### src/rtl/credit_rx_buffer.sv
// rtl/credit_rx_buffer.sv - credit-protocol receive FIFO with registered head output and credit return
// One credit pulse per consumed entry; overflow is a sticky error for beats sent without credit.
module credit_rx_buffer #(
   parameter int WIDTH = 32,
   parameter int DEPTH = 4
) (
   input  logic                     clk,
   input  logic                     rst,
   input  logic                     valid_in,
   input  logic [WIDTH-1:0]         data_in,
   input  logic                     consume,
   output logic                     credit_out,
   output logic [WIDTH-1:0]         data_out,
   output logic                     valid_out,
   output logic [$clog2(DEPTH):0]   count,
   output logic                     overflow
);

   localparam int AW = $clog2(DEPTH);
   localparam int CW = AW + 1;
   localparam logic [CW-1:0] FULL = CW'(DEPTH);

   logic [WIDTH-1:0] mem [DEPTH];
   logic [AW-1:0]    head;
   logic [AW-1:0]    tail;
   logic [AW-1:0]    head_next;
   logic [CW-1:0]    count_after_deq;
   logic             deq;
   logic             enq;
   logic             new_head_is_tail;

   assign valid_out        = (count != '0);
   assign deq              = consume & valid_out;
   assign enq              = valid_in & ((count != FULL) | deq);
   assign head_next        = deq ? head + AW'(1) : head;
   assign count_after_deq  = count - CW'(deq);
   // The incoming beat becomes the head when nothing older survives this edge.
   assign new_head_is_tail = enq & (count_after_deq == '0);

   always_ff @(posedge clk) begin
      if (enq) begin
         mem[tail] <= data_in;
      end
   end

   always_ff @(posedge clk) begin
      if (rst) begin
         head       <= '0;
         tail       <= '0;
         count      <= '0;
         credit_out <= 1'b0;
         overflow   <= 1'b0;
         data_out   <= '0;
      end else begin
         head       <= head_next;
         credit_out <= deq;
         count      <= count + CW'(enq) - CW'(deq);
         if (enq) begin
            tail <= tail + AW'(1);
         end
         if (valid_in & ~enq) begin
            overflow <= 1'b1;
         end
         // data_out is registered so it never depends combinationally on data_in.
         if (new_head_is_tail) begin
            data_out <= data_in;
         end else if (count_after_deq != '0) begin
            data_out <= mem[head_next];
         end
      end
   end

endmodule

### config.mk
export PLATFORM = sky130hd
export DESIGN_NAME = credit_rx_buffer
export DESIGN_NICKNAME = d
export VERILOG_FILES = /design/src/rtl/credit_rx_buffer.sv
export SDC_FILE = /design/constraint.sdc
export NUM_CORES = 1
export LEC_CHECK = 0
export BUFFER_PORTS_ARGS = -buffer_cell sky130_fd_sc_hd__buf_2
export CAP_MARGIN = 10
export CORE_MARGIN = 2
export CORE_UTILIZATION = 53
export DETAILED_ROUTE_END_ITERATION = 10
export GPL_TIMING_DRIVEN = 0
export PLACE_DENSITY = 0.76
export SETUP_SLACK_MARGIN = 0.5
export SYNTH_ARGS = -nofsm -noshare
export SYNTH_HDL_FRONTEND = slang
export SYNTH_SLANG_ARGS = --single-unit
### constraint.sdc
create_clock -name clk -period 2.7 [get_ports clk]
set_clock_uncertainty 0.05 [all_clocks]
set_input_delay 0 -clock clk [delete_from_list [all_inputs] [get_ports clk]]
set_output_delay 0 -clock clk [all_outputs]
set_load 0.01 [all_outputs]
# Word-level counts from Yosys, hierarchy flattened

Memory sizes are Yosys's and may differ from the RTL's.
Cells that the tools add are included.

Register bits after elaboration: 41
Memory bits (writable): 128
Input bits: 36
Memories kept: 1

Memory list:

| memory | depth | bits a word | read ports | clocked after memory_dff | write ports | RTL line | RTL |
|---|---|---|---|---|---|---|---|
| mem    | 4     | 32          | 1          | 0                        | 1           | 23       | `logic [WIDTH-1:0] mem [DEPTH];` |

Add/subtract/negate cells: 5
Equal/unequal tests: 1
Mux-type cells: 5
Bitwise gates (word level): 6
Reduce and logical (&&, ||, !) cells: 4

Operators with widths:

| kind                                         | count |
|---|---|
| two-way mux 32 bit                           | 2 |
| nonzero test 3 bit                           | 2 |
| subtractor 3 x 1 -> 3 bit                    | 2 |
| adder 2 x 1 -> 2 bit (second input constant) | 2 |
| AND 1 bit                                    | 4 |
| adder 3 x 1 -> 3 bit                         | 1 |
| zero test 3 bit                              | 1 |
| != test 3 bit (second input constant)        | 1 |
| two-way mux 1 bit                            | 2 |
| two-way mux 2 bit                            | 1 |
| nonzero test 2 bit                           | 1 |
| inverter 1 bit                               | 1 |
| bitwise OR 1 bit                             | 1 |

# Longest topological paths before layout

Depth after elaboration: 6
Depth in mapped cells: 12

# Least setup slack after synthesis

No wires, ideal clock.

Path kind: reg2reg
Start point: register count[1]
End point: memory mem[0][0] (enable)
Arrival: 2.498 ns
Required time: 2.229 ns
Path slack: -0.269 ns
Cell stages (with the launch flop): 7
Path buffers: 3
Period minus slack after synthesis: 2.969 ns
Cells stage by stage: dfxtp_1 > nor4b_1 > nand2b_1 > buf_2 > buf_6 > buf_6 > nor2_1

Longest elaborated chain between the ends: 6

RTL lines:

| item                                        | RTL line | RTL |
|---|---|---|
| start, declared                             | 15       | `output logic [$clog2(DEPTH):0] count,` |
| start signal, assigned                      | 57       | `count <= count + CW'(enq) - CW'(deq);` |
| nonzero test 3 bit                          | 32       | `assign valid_out = (count != '0);` |
| AND 1 bit                                   | 33       | `assign deq = consume & valid_out;` |
| bitwise OR 1 bit (*)                        | 34       | `assign enq = valid_in & ((count != FULL) \| deq);` |
| AND 1 bit (*)                               | 34       |  |
| two-way mux 1 bit (*)                       | 41       | `if (enq) begin` |
| two-way mux 1 bit (implied by the code) (*) | 42       | `mem[tail] <= data_in;` |
| end, declared                               | 23       |  |

Every way passes the cells marked *; elsewhere a longest branch is shown, timed or not.

# Final worst setup path

Start point: register count[2]
End point: register data_out[20]

Longest elaborated chain between the ends: 6

RTL lines:

| item                                                     | RTL line | RTL |
|---|---|---|
| nonzero test 3 bit                                       | 32       |  |
| AND 1 bit                                                | 33       |  |
| subtractor 3 x 1 -> 3 bit (tied with other cells)        | 36       | `assign count_after_deq = count - CW'(deq);` |
| zero test 3 bit (tied with other cells)                  | 38       | `assign new_head_is_tail = enq & (count_after_deq == '0);` |
| AND 1 bit or two-way mux 32 bit (tied branches)          | 38, 67   |  |
| two-way mux 32 bit or nonzero test 2 bit (tied branches) | --       |  |
| end signal, assigned                                     | 66       | `data_out <= data_in;` |
| end signal, assigned                                     | 68       | `data_out <= mem[head_next];` |
| end, declared                                            | 13       | `output logic [WIDTH-1:0] data_out,` |

Parallel ways exist; a longest one is shown, timed or not. The select of a mux whose other input is x is not followed.
A chain may end at the register's enable or synchronous reset.

==> qor.csv <==
stage,metric,value,unit
global_routing,final global-route overflow total,0,
finish,post-layout util,88.0,%
global_routing,all-layer global routing usage,31.4,%
floorplanning,Core Box Area,13300,µm²
timing,min Tclk post-route,2.57,ns
global_routing,largest net degree at the start of global routing,28,
finish,"commonest non-fill, non-tap cells in the layout","edfxtp_1 (128), buf_2 (81), a2111oi_4 (76)",
cts,Num Clock Sinks,169,
pwr,Power Density,1400,nW/µm²
timing,Final Cycle Share,95.2,%
drt,DR pass1 iterations,5,
placed_design,PortBufs,73,
hold_path,HP Start,data_in[0],
timing,Least-Margin Pin Slew,1.22,ns
synth,Synth Warn #,0,
timing,RSZ-0062 raised after global routing,yes,
drt,Metal-1 WL,10.4,mm
drt,met3 wire length,2.81,mm
synth,Post-synth ARST share,0,%
job,max_cap viols,0,
finish,Layout Nets,739,
worst_setup_path,crit-path max FO,10,
worst_setup_path,reg-to-reg startpoint,count[2],
worst_setup_path,Worst Path Arrival,2.83,ns
global_routing,vias in the first global route,5984,
drt,DR vias/cell,7.17,
synth,cell area after synthesis,7290,µm²
pwr,Max VDD drop,0.000808,V
floorplanning,Die Wd,121,µm
finish,Area Overhead vs Synth,61.0,%
cts,CTS tree,built,
hold_path,worst hold path class,primary input to register,
cts,CTS root buffer,clkbuf_16,
timing,Slew headroom,19.0,%
worst_setup_path,Setup Crit Path Kind,register to register,
drt,Detailed Route WL,28.7,mm
drt,met2 wire len,14.0,mm
worst_setup_path,CP startpoint,count[2],
pwr,leakage,4.05,nW
synth,top_reg_cell synth,edfxtp_1,
synth,Avg Inst Size Synth,13.6,µm²
synth,Yosys reg bits,169,
timing,final count of hold timing violations,0,
run_status,run status,"complete, no violations",
cts,Skew-Pair Late Insertion Delay,0.45,ns
cts,H-tree depth,4,
worst_setup_path,Worst Path Required,2.96,ns
floorplanning,IO Pins,74,
floorplanning,Rows,42,
drt,initial drt markers,1004,
synth,register area share after synthesis,64.0,%
synth,number of flops mapped to enable cells by yosys,128,
floorplanning,die area,14700,µm²
synth,Synthesized Nets,579,
synth,Syn Inst Count,535,
worst_setup_path,CP endpoint kind,register,
finish,fraction of layout instances using a drive strength above 1,50.0,%
finish,Filler cells,474,
floorplanning,die height,121,µm
timing,final hold slack,0.270,ns
floorplanning,Starting Density,54.6,%
cts,Clock transition at path regs,0.07,ns
global_routing,first-pass GRT wire length,34.2,mm
synth,post-synth cell types,26,
drt,highest metal used,met4,
timing,Final Max Slew Viols,0,
drt,Routed wire per std cell,32.4,µm
finish,n_diodes,0,
timing,Peak Freq,389,MHz
cts,CTS max path bufs,2,
cts,CTS buffer count,17,
drt,residual DRC count,0,
global_routing,antenna violations before repair,0,
finish,"commonest non-fill, non-tap cell in the layout",edfxtp_1,
drt,ANT nets after route,0,
timing,final setup violation count,0,
placed_design,Final HPWL DP,12.1,mm
worst_setup_path,Worst setup SP type,register,
placed_design,gp weighted congestion,0.793,
drt,vias post-DR,6336,
[Yosys cell counts, drive strengths merged, types with 2 or more instances]
cell	count	share of area, %
buf	18	1.7
nor2	10	0.51
mux2i	33	4.5
edfxtp	128	53
xnor2	5	0.60
nor4b	2	0.33
inv	75	3.9
clkbuf	43	2.3
nor2b	3	0.26
dfxtp	41	11
ha	7	1.2
a2111oi	160	20
[worst paths after layout]
check	slack [ns]	endpoint	cells past startpoint
max	0.13	data_out[20]	6
min	0.27	mem[0][0]	2
max reg2reg	0.13	data_out[20]	6
min reg2reg	0.55	tail[1]	2
[routing by layer]
| layer | vias up | GRT usage (%) |
|---|---|---|
| met2 | 549 | 52.0 |
| met3 | 159 | 7.10 |
| li1 | 2510 | - |
| met5 | - | 0 |
| met4 | 0 | 13.4 |
| met1 | 3118 | 39.8 |
[area by class of cell]
type | instances | area, µm² | share of cell area [%]
multi-input cells | 230 | 4040 | 34.4
flip-flops and latches | 169 | 4680 | 39.8
clock buffers | 22 | 474 | 4.04
well taps | 176 | 220 | 1.88
inverters | 75 | 282 | 2.40
clock inverters | 10 | 188 | 1.60
repair buffers | 141 | 1210 | 10.3
plain buffers | 61 | 656 | 5.58
[flip-flops by register name, summed over array words and instances (netlist names)]
| signal | flops |
|---|---|
| tail | 2 |
| credit_out | 1 |
| head | 2 |
| overflow | 1 |
| data_out | 32 |
| mem | 128 |
| count | 3 |
[repair_timing]
action	4_1_cts	5_1_grt
hold buffers	36	0
gates resized for setup	275	193
setup endpoints to repair	34	93
pin swaps	10	35
setup buffers	6	13
cloned	1	8
endpoints found under the hold margin	160	0
[metrics by stage]
step	instances	instance area (µm²)	setup WS (ns)	power, W	TNS (ns)
final	884	11700	0.130	0.0164	0
after global routing	884	11700	-0.0146	0.0168	-0.0146
after CTS	863	10400	0.422	0.0129	0
after detailed placement	788	8230	-0.136	0.00765	-0.202
after global placement	784	8120	-0.370	0.00748	-39.87
after floorplan	535	7530	0.358	0.00618	0
[cell families after synthesis]
group | share of synthesized area [%]
AOI/OAI and AO/OA | 20.0
xor gates and xnor gates | 0.721
adders and majority gates | 1.48
buffers and inverters | 7.79
DFF | 64.0
muxes | 4.53
and+or+nand+nor | 1.54
[critical path, cell delays in order (launching register included)]
cell       delay [ns]
dfxtp_4          0.39
or3_4            0.43
buf_6            0.17
buf_2            0.25
a2111oi_0        0.58
a2111oi_1        0.17
a2111oi_0        0.37
[power by group]
group	leakage [nW]	internal, W	switching, W	total (W)
Clock	0.319	0.00172	0.00108	0.00280
Combinational	2.22	0.00433	0.00576	0.0101
Sequential	1.52	0.00325	0.000294	0.00354
No activity file was read; power rests on OpenSTA's default activity.
